<file path="config.mk">
export PLATFORM = sky130hd
export DESIGN_NAME = prv_trap_ctrl_flat
export DESIGN_NICKNAME = d
export VERILOG_FILES = /design/src/rtl/prv_trap_ctrl_if.sv /design/src/rtl/prv_trap_ctrl.sv /design/src/flat_wrapper.sv
export SDC_FILE = /design/constraint.sdc
export NUM_CORES = 1
export LEC_CHECK = 0
export ABC_CLOCK_PERIOD_IN_PS = 2800
export CORE_AREA = 2 2 124 126
export CTS_BUF_LIST = sky130_fd_sc_hd__clkbuf_4
export DETAILED_ROUTE_END_ITERATION = 10
export DIE_AREA = 0 0 126 128
export GPL_ROUTABILITY_DRIVEN = 0
export GPL_TIMING_DRIVEN = 0
export PLACE_DENSITY = 0.79
export SYNTH_ARGS = -nofsm -noshare
export SYNTH_HDL_FRONTEND = slang
export SYNTH_SLANG_ARGS = --single-unit
export TNS_END_PERCENT = 50
</file>
<file path="constraint.sdc">
create_clock -name CLK -period 2.8 [get_ports CLK]
set_clock_uncertainty 0.05 [all_clocks]
set_input_delay 0.42 -clock CLK [delete_from_list [all_inputs] [get_ports CLK]]
set_output_delay 0.42 -clock CLK [all_outputs]
set_load 0.02 [all_outputs]
</file>
<file path="src/rtl/prv_trap_ctrl_if.sv">
// prv_trap_ctrl_if: trap handshake between the hazard unit, CSR file and privilege trap controller
interface prv_trap_ctrl_if;
    logic        fault_insn, mal_insn, illegal_insn, fault_l, mal_l, fault_s, mal_s;
    logic        breakpoint, env, fault_insn_page, fault_load_page, fault_store_page;
    logic        mret, sret, wfi;
    logic [31:0] epc, badaddr;
    logic [1:0]  curr_privilege_level;
    logic        timer_int, soft_int, ext_int, global_ie;
    logic [31:0] mtvec, mepc, sepc;
    logic        pipe_clear;
    logic        intr, insert_pc, trap_commit, ret_commit, ret_is_s, wfi_stall;
    logic [31:0] priv_pc, cause, tval, trap_epc;

    modport slave (
        input  fault_insn, mal_insn, illegal_insn, fault_l, mal_l, fault_s, mal_s,
               breakpoint, env, fault_insn_page, fault_load_page, fault_store_page,
               mret, sret, wfi, epc, badaddr, curr_privilege_level,
               timer_int, soft_int, ext_int, global_ie, mtvec, mepc, sepc, pipe_clear,
        output intr, insert_pc, priv_pc, trap_commit, ret_commit, ret_is_s,
               cause, tval, trap_epc, wfi_stall
    );

    modport master (
        output fault_insn, mal_insn, illegal_insn, fault_l, mal_l, fault_s, mal_s,
               breakpoint, env, fault_insn_page, fault_load_page, fault_store_page,
               mret, sret, wfi, epc, badaddr, curr_privilege_level,
               timer_int, soft_int, ext_int, global_ie, mtvec, mepc, sepc, pipe_clear,
        input  intr, insert_pc, priv_pc, trap_commit, ret_commit, ret_is_s,
               cause, tval, trap_epc, wfi_stall
    );
endinterface

</file>
<file path="src/rtl/prv_trap_ctrl.sv">
// prv_trap_ctrl: prioritises traps/xRET/WFI, latches cause/epc/tval and sequences the pipeline redirect
module prv_trap_ctrl #(
    parameter bit          VECTORED_EN = 1'b1,
    parameter logic [31:0] RESET_PC    = 32'h0000_0200
) (
    input logic           CLK,
    input logic           RST,
    prv_trap_ctrl_if.slave t
);
    typedef enum logic [1:0] {IDLE, WAIT_CLEAR, REDIRECT, WFI_WAIT} state_t;
    // Exception codes whose trap value is the faulting address
    localparam logic [15:0] TVAL_MASK = 16'b1011_0000_1111_0011;

    state_t      state_q, state_d;
    logic [31:0] cause_q, cause_d, tval_q, tval_d, epc_q, epc_d, priv_pc_q, priv_pc_d;
    logic        ret_q, ret_d, ret_is_s_q, ret_is_s_d;
    logic        any_int, irq, exc, take_trap;
    logic [4:0]  code;
    logic [31:0] base;

    always_comb begin
        any_int = t.ext_int | t.soft_int | t.timer_int;
        irq = t.global_ie & any_int;
        exc = |{t.fault_insn_page, t.fault_insn, t.illegal_insn, t.mal_insn, t.env, t.breakpoint,
                t.mal_s, t.mal_l, t.fault_store_page, t.fault_load_page, t.fault_s, t.fault_l};
        code = irq                ? (t.ext_int ? 5'd11 : t.soft_int ? 5'd3 : 5'd7) :
               t.fault_insn_page  ? 5'd12 :
               t.fault_insn       ? 5'd1  :
               t.illegal_insn     ? 5'd2  :
               t.mal_insn         ? 5'd0  :
               t.env              ? {3'b010, t.curr_privilege_level} :
               t.breakpoint       ? 5'd3  :
               t.mal_s            ? 5'd6  :
               t.mal_l            ? 5'd4  :
               t.fault_store_page ? 5'd15 :
               t.fault_load_page  ? 5'd13 :
               t.fault_s          ? 5'd7  : 5'd5;
        // A pending interrupt also pulls the core out of WFI straight into the trap path
        take_trap = (state_q == IDLE && (irq || exc)) || (state_q == WFI_WAIT && irq);
        base = {t.mtvec[31:2], 2'b00};
        state_d = state_q;
        cause_d = cause_q;
        tval_d = tval_q;
        epc_d = epc_q;
        priv_pc_d = priv_pc_q;
        ret_d = ret_q;
        ret_is_s_d = ret_is_s_q;
        if (take_trap) begin
            state_d = WAIT_CLEAR;
            cause_d = {irq, 26'd0, code};
            tval_d = (!irq && TVAL_MASK[code[3:0]]) ? t.badaddr : 32'd0;
            epc_d = t.epc;
            ret_d = 1'b0;
        end else begin
            unique case (state_q)
                IDLE: begin
                    if (t.mret || t.sret) begin
                        state_d = REDIRECT;
                        ret_d = 1'b1;
                        ret_is_s_d = ~t.mret;
                        priv_pc_d = t.mret ? t.mepc : t.sepc;
                    end else if (t.wfi) begin
                        state_d = WFI_WAIT;
                    end
                end
                WAIT_CLEAR: begin
                    if (t.pipe_clear) begin
                        state_d = REDIRECT;
                        priv_pc_d = (VECTORED_EN && cause_q[31] && t.mtvec[1:0] == 2'b01) ?
                                    base + {cause_q[29:0], 2'b00} : base;
                    end
                end
                REDIRECT: state_d = IDLE;
                WFI_WAIT: state_d = any_int ? IDLE : WFI_WAIT;
                default:  state_d = IDLE;
            endcase
        end
    end

    always_ff @(posedge CLK) begin
        if (RST) begin
            state_q <= IDLE;
            cause_q <= '0;
            tval_q <= '0;
            epc_q <= '0;
            priv_pc_q <= RESET_PC;
            ret_q <= 1'b0;
            ret_is_s_q <= 1'b0;
        end else begin
            state_q <= state_d;
            cause_q <= cause_d;
            tval_q <= tval_d;
            epc_q <= epc_d;
            priv_pc_q <= priv_pc_d;
            ret_q <= ret_d;
            ret_is_s_q <= ret_is_s_d;
        end
    end

    assign t.intr = state_q == WAIT_CLEAR;
    assign t.insert_pc = state_q == REDIRECT;
    assign t.trap_commit = state_q == REDIRECT && !ret_q;
    assign t.ret_commit = state_q == REDIRECT && ret_q;
    assign t.ret_is_s = ret_is_s_q;
    assign t.wfi_stall = state_q == WFI_WAIT;
    assign t.priv_pc = priv_pc_q;
    assign t.cause = cause_q;
    assign t.tval = tval_q;
    assign t.trap_epc = epc_q;
endmodule

</file>
<file path="src/flat_wrapper.sv">
// flat-port wrapper written by rule: the top's interface ports become plain ports
module prv_trap_ctrl_flat 
#(
    parameter bit          VECTORED_EN = 1'b1,
    parameter logic [31:0] RESET_PC    = 32'h0000_0200
)
  (CLK, RST, t_fault_insn, t_mal_insn, t_illegal_insn, t_fault_l, t_mal_l, t_fault_s, t_mal_s, t_breakpoint, t_env, t_fault_insn_page, t_fault_load_page, t_fault_store_page, t_mret, t_sret, t_wfi, t_epc, t_badaddr, t_curr_privilege_level, t_timer_int, t_soft_int, t_ext_int, t_global_ie, t_mtvec, t_mepc, t_sepc, t_pipe_clear, t_intr, t_insert_pc, t_priv_pc, t_trap_commit, t_ret_commit, t_ret_is_s, t_cause, t_tval, t_trap_epc, t_wfi_stall);
  prv_trap_ctrl_if t_i ();
  input logic CLK;
  input logic RST;
  input wire logic [$bits(t_i.fault_insn)-1:0] t_fault_insn;
  input wire logic [$bits(t_i.mal_insn)-1:0] t_mal_insn;
  input wire logic [$bits(t_i.illegal_insn)-1:0] t_illegal_insn;
  input wire logic [$bits(t_i.fault_l)-1:0] t_fault_l;
  input wire logic [$bits(t_i.mal_l)-1:0] t_mal_l;
  input wire logic [$bits(t_i.fault_s)-1:0] t_fault_s;
  input wire logic [$bits(t_i.mal_s)-1:0] t_mal_s;
  input wire logic [$bits(t_i.breakpoint)-1:0] t_breakpoint;
  input wire logic [$bits(t_i.env)-1:0] t_env;
  input wire logic [$bits(t_i.fault_insn_page)-1:0] t_fault_insn_page;
  input wire logic [$bits(t_i.fault_load_page)-1:0] t_fault_load_page;
  input wire logic [$bits(t_i.fault_store_page)-1:0] t_fault_store_page;
  input wire logic [$bits(t_i.mret)-1:0] t_mret;
  input wire logic [$bits(t_i.sret)-1:0] t_sret;
  input wire logic [$bits(t_i.wfi)-1:0] t_wfi;
  input wire logic [$bits(t_i.epc)-1:0] t_epc;
  input wire logic [$bits(t_i.badaddr)-1:0] t_badaddr;
  input wire logic [$bits(t_i.curr_privilege_level)-1:0] t_curr_privilege_level;
  input wire logic [$bits(t_i.timer_int)-1:0] t_timer_int;
  input wire logic [$bits(t_i.soft_int)-1:0] t_soft_int;
  input wire logic [$bits(t_i.ext_int)-1:0] t_ext_int;
  input wire logic [$bits(t_i.global_ie)-1:0] t_global_ie;
  input wire logic [$bits(t_i.mtvec)-1:0] t_mtvec;
  input wire logic [$bits(t_i.mepc)-1:0] t_mepc;
  input wire logic [$bits(t_i.sepc)-1:0] t_sepc;
  input wire logic [$bits(t_i.pipe_clear)-1:0] t_pipe_clear;
  output wire logic [$bits(t_i.intr)-1:0] t_intr;
  output wire logic [$bits(t_i.insert_pc)-1:0] t_insert_pc;
  output wire logic [$bits(t_i.priv_pc)-1:0] t_priv_pc;
  output wire logic [$bits(t_i.trap_commit)-1:0] t_trap_commit;
  output wire logic [$bits(t_i.ret_commit)-1:0] t_ret_commit;
  output wire logic [$bits(t_i.ret_is_s)-1:0] t_ret_is_s;
  output wire logic [$bits(t_i.cause)-1:0] t_cause;
  output wire logic [$bits(t_i.tval)-1:0] t_tval;
  output wire logic [$bits(t_i.trap_epc)-1:0] t_trap_epc;
  output wire logic [$bits(t_i.wfi_stall)-1:0] t_wfi_stall;
  assign t_i.fault_insn = t_fault_insn;
  assign t_i.mal_insn = t_mal_insn;
  assign t_i.illegal_insn = t_illegal_insn;
  assign t_i.fault_l = t_fault_l;
  assign t_i.mal_l = t_mal_l;
  assign t_i.fault_s = t_fault_s;
  assign t_i.mal_s = t_mal_s;
  assign t_i.breakpoint = t_breakpoint;
  assign t_i.env = t_env;
  assign t_i.fault_insn_page = t_fault_insn_page;
  assign t_i.fault_load_page = t_fault_load_page;
  assign t_i.fault_store_page = t_fault_store_page;
  assign t_i.mret = t_mret;
  assign t_i.sret = t_sret;
  assign t_i.wfi = t_wfi;
  assign t_i.epc = t_epc;
  assign t_i.badaddr = t_badaddr;
  assign t_i.curr_privilege_level = t_curr_privilege_level;
  assign t_i.timer_int = t_timer_int;
  assign t_i.soft_int = t_soft_int;
  assign t_i.ext_int = t_ext_int;
  assign t_i.global_ie = t_global_ie;
  assign t_i.mtvec = t_mtvec;
  assign t_i.mepc = t_mepc;
  assign t_i.sepc = t_sepc;
  assign t_i.pipe_clear = t_pipe_clear;
  assign t_intr = t_i.intr;
  assign t_insert_pc = t_i.insert_pc;
  assign t_priv_pc = t_i.priv_pc;
  assign t_trap_commit = t_i.trap_commit;
  assign t_ret_commit = t_i.ret_commit;
  assign t_ret_is_s = t_i.ret_is_s;
  assign t_cause = t_i.cause;
  assign t_tval = t_i.tval;
  assign t_trap_epc = t_i.trap_epc;
  assign t_wfi_stall = t_i.wfi_stall;
  prv_trap_ctrl #(.VECTORED_EN(VECTORED_EN), .RESET_PC(RESET_PC)) u_core (.CLK(CLK), .RST(RST), .t(t_i));
endmodule
</file>
; ---- Yosys cells after proc, flatten, opt, wreduce, memory -nomap -nowiden
; Memories as Yosys holds them, arrays and structs flattened.
; Index checks and enable logic that the tools add are counted.
[op_classes]
reduce_logical = 20
bitwise = 5
n_lt_le_gt_ge = 1
n_addsub = 1
n_eq_ne = 9
n_mux = 27
[ops]
columns = operator, n
row1 = two-way mux 32 bit, 5
row2 = case mux 32 bit (2 select lines), 1
row3 = two-way mux 5 bit, 12
row4 = adder 32 x 7 -> 32 bit, 1
row5 = OR reduction 12 bit, 1
row6 = two-way mux 2 bit, 5
row7 = case mux 2 bit (4 select lines), 1
row8 = logical AND 1 bit, 6
row9 = AND reduction 2 bit, 3
row10 = less-than comparator 4 x 5 -> 1 bit (second input constant), 1
row11 = equality test 2 x 1 -> 1 bit (second input constant), 2
row12 = equality test 2 bit (second input constant), 2
row13 = inequality test 2 bit (second input constant), 2
row14 = inequality test 4 x 3 -> 1 bit (second input constant), 1
row15 = AND reduction 4 bit, 1
row16 = logical OR 1 bit, 3
row17 = two-way mux 3 bit, 1
row18 = inequality test 3 x 2 -> 1 bit (second input constant), 1
row19 = inequality test 3 bit (second input constant), 1
row20 = AND reduction 3 bit, 1
row21 = zero test 1 bit, 2
row22 = zero test 2 bit, 1
row23 = two-way mux 1 bit, 2
row24 = inverter 1 bit, 2
row25 = other kinds (4), 5
[word_totals]
rom_bits = 16
reg_bits = 106
out_inout_bits = 134
memories = 1
word_cells = 72
[memory_table]
columns = memory, words, width, rd, rd_ports_with_merged_regs, write_ports, line_no
row1 = (no name shown), 16, 1, 1, 0, 0, prv_trap_ctrl.sv:51  ; tval_d = (!irq && TVAL_MASK[code[3:0]]) ? t.badaddr : 32'd0;

; ---- Logic depth before layout (Yosys ltp)
; Gate-level depths: netlist of run 1.
[depth]
ltp_word = 16
ltp_mapped = 9
ltp_nobuf = 9

; ---- Least setup slack after synthesis of run 1
; Ideal clock, no wire load.
[synth_path]
path_kind = reg-to-reg
start = register u_core.cause_q[0], in the netlist u_core.t.cause[0]
end = register u_core.priv_pc_q[22], in the netlist u_core.t.priv_pc[22]
arrival_ps = 2215
setup_ps = 117
path_stages_with_launch = 10
slack_ps = 418
synth_period_minus_slack_ps = 2382
path_buffers = 0
required_ps = 2633
cell_sequence = dfxtp_1 ha_1 inv_1 fa_1 nor2b_1 o22ai_2 nor4b_1 xnor2_1 nand2_1 a32o_1
[synth_between]
elab_chain_cells = 4
[synth_rtl]
columns = element, line_no
row1 = "start, declared", prv_trap_ctrl.sv:15  ; logic [31:0] cause_q, cause_d, tval_q, tval_d, epc_q, epc_d, priv_pc_q, priv_pc_d;
row2 = "start signal, assigned", prv_trap_ctrl.sv:91  ; cause_q <= cause_d;
row3 = adder 32 x 7 -> 32 bit, prv_trap_ctrl.sv:70  ; base + {cause_q[29:0], 2'b00} : base;
row4 = two-way mux 32 bit, prv_trap_ctrl.sv:69  ; priv_pc_d = (VECTORED_EN && cause_q[31] && t.mtvec[1:0] == 2'b01) ?
row5 = two-way mux 32 bit, prv_trap_ctrl.sv:67  ; if (t.pipe_clear) begin
row6 = case mux 32 bit (2 select lines), prv_trap_ctrl.sv:55  ; unique case (state_q)
row7 = "end signal, assigned", prv_trap_ctrl.sv:94  ; priv_pc_q <= priv_pc_d;
row8 = "end, declared", prv_trap_ctrl.sv:15
; Every way passes these cells. The select of a mux whose other input is x is not followed.
; A chain may end at the register's enable or synchronous reset.

; ---- Worst setup path after layout of run 1
[layout_path]
start = input t_mtvec[2]
end = register u_core.priv_pc_q[22], in the netlist u_core.t.priv_pc[22]
[layout_between]
elab_chain_cells = 4
[layout_rtl]
columns = element, line_no
row1 = "start, declared", flat_wrapper.sv:33  ; input wire logic [$bits(t_i.mtvec)-1:0] t_mtvec;
row2 = adder 32 x 7 -> 32 bit, prv_trap_ctrl.sv:70
row3 = two-way mux 32 bit, prv_trap_ctrl.sv:69
row4 = two-way mux 32 bit, prv_trap_ctrl.sv:67
row5 = case mux 32 bit (2 select lines), prv_trap_ctrl.sv:55
; Every way passes these cells. The select of a mux whose other input is x is not followed.

==> results.md, run 1 <==
- Status: completed
- Die ar.: 0.01613 mm^2
- Power per Cell Area: 633.9 mW/mm^2
- Setup violators final: 0
- WHS: 413.1 ps
- Mean Syn Cell Area: 9.326 um^2
- Layout cells sized above 1: 0.09455
- Vias per inst: 5.059
- Total Routing Usage GR: 0.2329
- GR Layer Usage met3: 0.05551
- DR iter-0 viols: 258
- Pin count of the biggest net entering global routing: 18
- CTS tree: built
- Detailed placement HPWL: 15540 um
- I/O pin total: 318
- Cell variety after synth: 71
- Global route hottest layer: met2
- Drt pass-1 iters: 5
- Critical path type: input pin to flip-flop
- Share of the synthesized area in the top cell type: 0.3961
- FF+latch count, synth: 105
- Min cycle time layout: 2546 ps
- Cell types with the highest counts after synthesis: dfxtp_1 (105), a22o_1 (66), nand2_1 (55)
- PnR worst setup slack: 254.4 ps
- Number of synthesized flops with an enable pin: 0
- FMAX: 0.3928 GHz
- Vias in the first global route: 5409
- Remaining Overflow, GRT: 0
- Main area contributors after synthesis: dfxtp_1 (40%), a22o_1 (11%), mux2i_1 (4.3%)
- Initial core utilization: 0.3570
- Critical-path top delay cell: clkdlybuf4s50_1
- Crit path arrival time: 2870 ps
- Final Max Tran Viols: 0
- Nature of the critical path endpoint: flip-flop
- Top-count cell post-synth: dfxtp_1
- H-tree Lvls: 3
- ANT nets after route: 0
- Clock root buffer: clkbuf_4
- Final Hold Viols: 0
- Die width: 126 um
- Worst slew pin tran: 905.2 ps
- Global routing usage on met1: 0.2760
- Skew-Pair Late Insertion Delay: 460 ps
- Crit-path max FO: 9
- LEAKAGE: 0.003391 uW
- VDD IR-drop max: 0.0002589 V
- Chip Height: 128 um
- Num Clock Sinks: 105
- Placed instance count: 1072
- CTS Buffer Depth: 2
- CP peak stage delay: 480 ps
- Post-detailed-route DRC marker count: 0
- MaxCap Viol Count: 0
- IO Port Bufs: 289
- Tcrit/Tclk final: 0.9091
- Post-synthesis cell area: 0.005306 mm^2
- First-pass GRT wire length: 29350 um
- Area leader, netlist: dfxtp_1
- Final core utilization: 0.5849
- Routed WL: 19370 um
- Via Count: 5504
- Row cnt: 45
- Worst hold stages: 2
- Non-filler instance count after layout: 1088
- Req. time, crit path: 3120 ps
- Routing usage on met2: 0.4143
- Cell Chain, Critical Path: clkdlybuf4s50_1 -> ha_1 -> inv_1 -> fa_1 -> nor2b_1 -> o22ai_2 -> nor4b_1 -> xnor2_1 -> nand2_1 -> a32o_1
- Yosys warns: 0
- CTS buffer count: 9
- Async S/R FF share, synth: 0
- Main flop type after synthesis: dfxtp_1
- Worst slack, placed: -306.7 ps
- Setup TNS: 0 ps
- Mean routed wirelength per cell: 17.80 um
- Clock transition at the registers of the reported paths: 170 ps
- Min-Delay Path Class: flip-flop to flip-flop
- Gate Count Post-Synth: 569
- Initial antenna violation count: 1
- Slew Limit Headroom: 0.3965
- P&R area growth vs syn: 63.85%
- Unrepaired setup endpoints after global routing: false
- Reg2reg path depth: 9
- # nets final: 1084
- Sequential area share after synthesis: 0.3961
- CP Launch Type: input pin
- Area of the core: 0.01486 mm^2
## final cells by class
type                       count  area [um^2]
antenna                        1        2.502
buffer                        61        381.6
clock buffer                   9        67.56
clock inverter                 6        88.84
fill                        1351         6170
inverter                      11        41.29
multi-input combinational    418         2883
sequential                   105         2102
tap                          188        235.2
timing repair buffer         289         2893
## worst max-delay path: cells and delay by family
kind            cells  cell delay (ps)
buf+inv             2              550
xor+xnor            1              170
fa+ha+maj           2              590
compound gates      2              460
simple gates        3              680
## report_power, final
group	internal, uW	switching [uW]	leakage (uW)
logic	1220	1410	0.00245
registers	1800	184	0.000860
clock network	362	535	0.0000805
## cells by family after synthesis
group           count (synthesis)  synth area share
compound gates                159            0.2332
xor+xnor                       24           0.03961
mux                            29           0.05612
flops                         105            0.3961
buf+inv                        72           0.07970
other cells                     1         0.0007067
simple gates                  174            0.1813
fa+ha+maj                       5           0.01320
## sequential cells by signal, indices dropped and copies added, names as in the netlist
name	flops
u_core.state_q	2
u_core.ret_q	1
u_core.t.ret_is_s	1
u_core.t.tval	32
u_core.t.trap_epc	32
u_core.t.priv_pc	32
u_core.t.cause	5
## layer usage
| layer | up-vias | wire length (um) |
|---|---|---|
| met5 | - | 0 |
| met4 | 0 | 410 |
| met3 | 25 | 1648 |
| met2 | 246 | 9693 |
| met1 | 2542 | 7618 |
| li1 | 2691 | - |
## timing repair
item                                    in CTS  in global routing
endpoints found under the setup margin       0                  1
gates resized for setup                      0                  1
buffers inserted                             0                  0
hold buffers                                 0                  0
## worst paths after layout
kind | slack, ps | startpoint | endpoint
hold reg to reg | 410 | u_core.t.priv_pc[4]$_SDFFE_PP0P_ | u_core.t.priv_pc[4]$_SDFFE_PP0P_
setup reg to reg | 270 | u_core.t.cause[0]$_SDFFE_PP0P_ | u_core.t.priv_pc[22]$_SDFFE_PP0P_
hold / removal | 410 | u_core.t.priv_pc[4]$_SDFFE_PP0P_ | u_core.t.priv_pc[4]$_SDFFE_PP0P_
setup / recovery | 250 | t_mtvec[2] | u_core.t.priv_pc[22]$_SDFFE_PP0P_
## layout by cell type (no fill, tap or decap), types with 3 or more instances in the layout
master | netlist | routed
or2_2 | 3 | 3
dfxtp_1 | 105 | 105
mux2i_1 | 23 | 23
buf_1 | 6 | 6
clkbuf_4 | 0 | 9
nor3_1 | 12 | 12
buf_4 | 28 | 28
conb_1 | 1 | 27
a211oi_1 | 6 | 6
nor2_1 | 31 | 31
nand2_1 | 55 | 55
nand4_1 | 6 | 6
mux2_2 | 6 | 6
nand2b_1 | 6 | 6
a22o_1 | 66 | 66
o211ai_1 | 18 | 18
a21oi_1 | 32 | 32
buf_6 | 5 | 5
inv_1 | 10 | 10
nor4_1 | 3 | 3
clkbuf_1 | 14 | 14
a31oi_1 | 4 | 4
o2111ai_1 | 3 | 3
o21ai_0 | 4 | 4
buf_2 | 8 | 8
xor2_1 | 19 | 19
nand3b_1 | 7 | 7
ha_1 | 4 | 4
clkdlybuf4s50_1 | 0 | 289
xnor2_1 | 5 | 5
nor3_2 | 3 | 3
nand3_1 | 21 | 21
## stage by stage
step / power, uW / area (um^2)
6_report: 5511 / 8695
5_1_grt: 5821 / 8695
4_1_cts: 5545 / 8688
3_5_place_dp: 4651 / 8532
3_3_place_gp: 4635 / 8532
2_1_floorplan: 3407 / 5404
(Power assumes the default switching activity.)
==> run 2: changes to the inputs <==
CTS_CLUSTER_SIZE = 25   (was default)
SLEW_MARGIN = 20   (was default)
==> results of run 2 <==
Same layout as run 1: the final DEF is identical, and so are final timing and power.
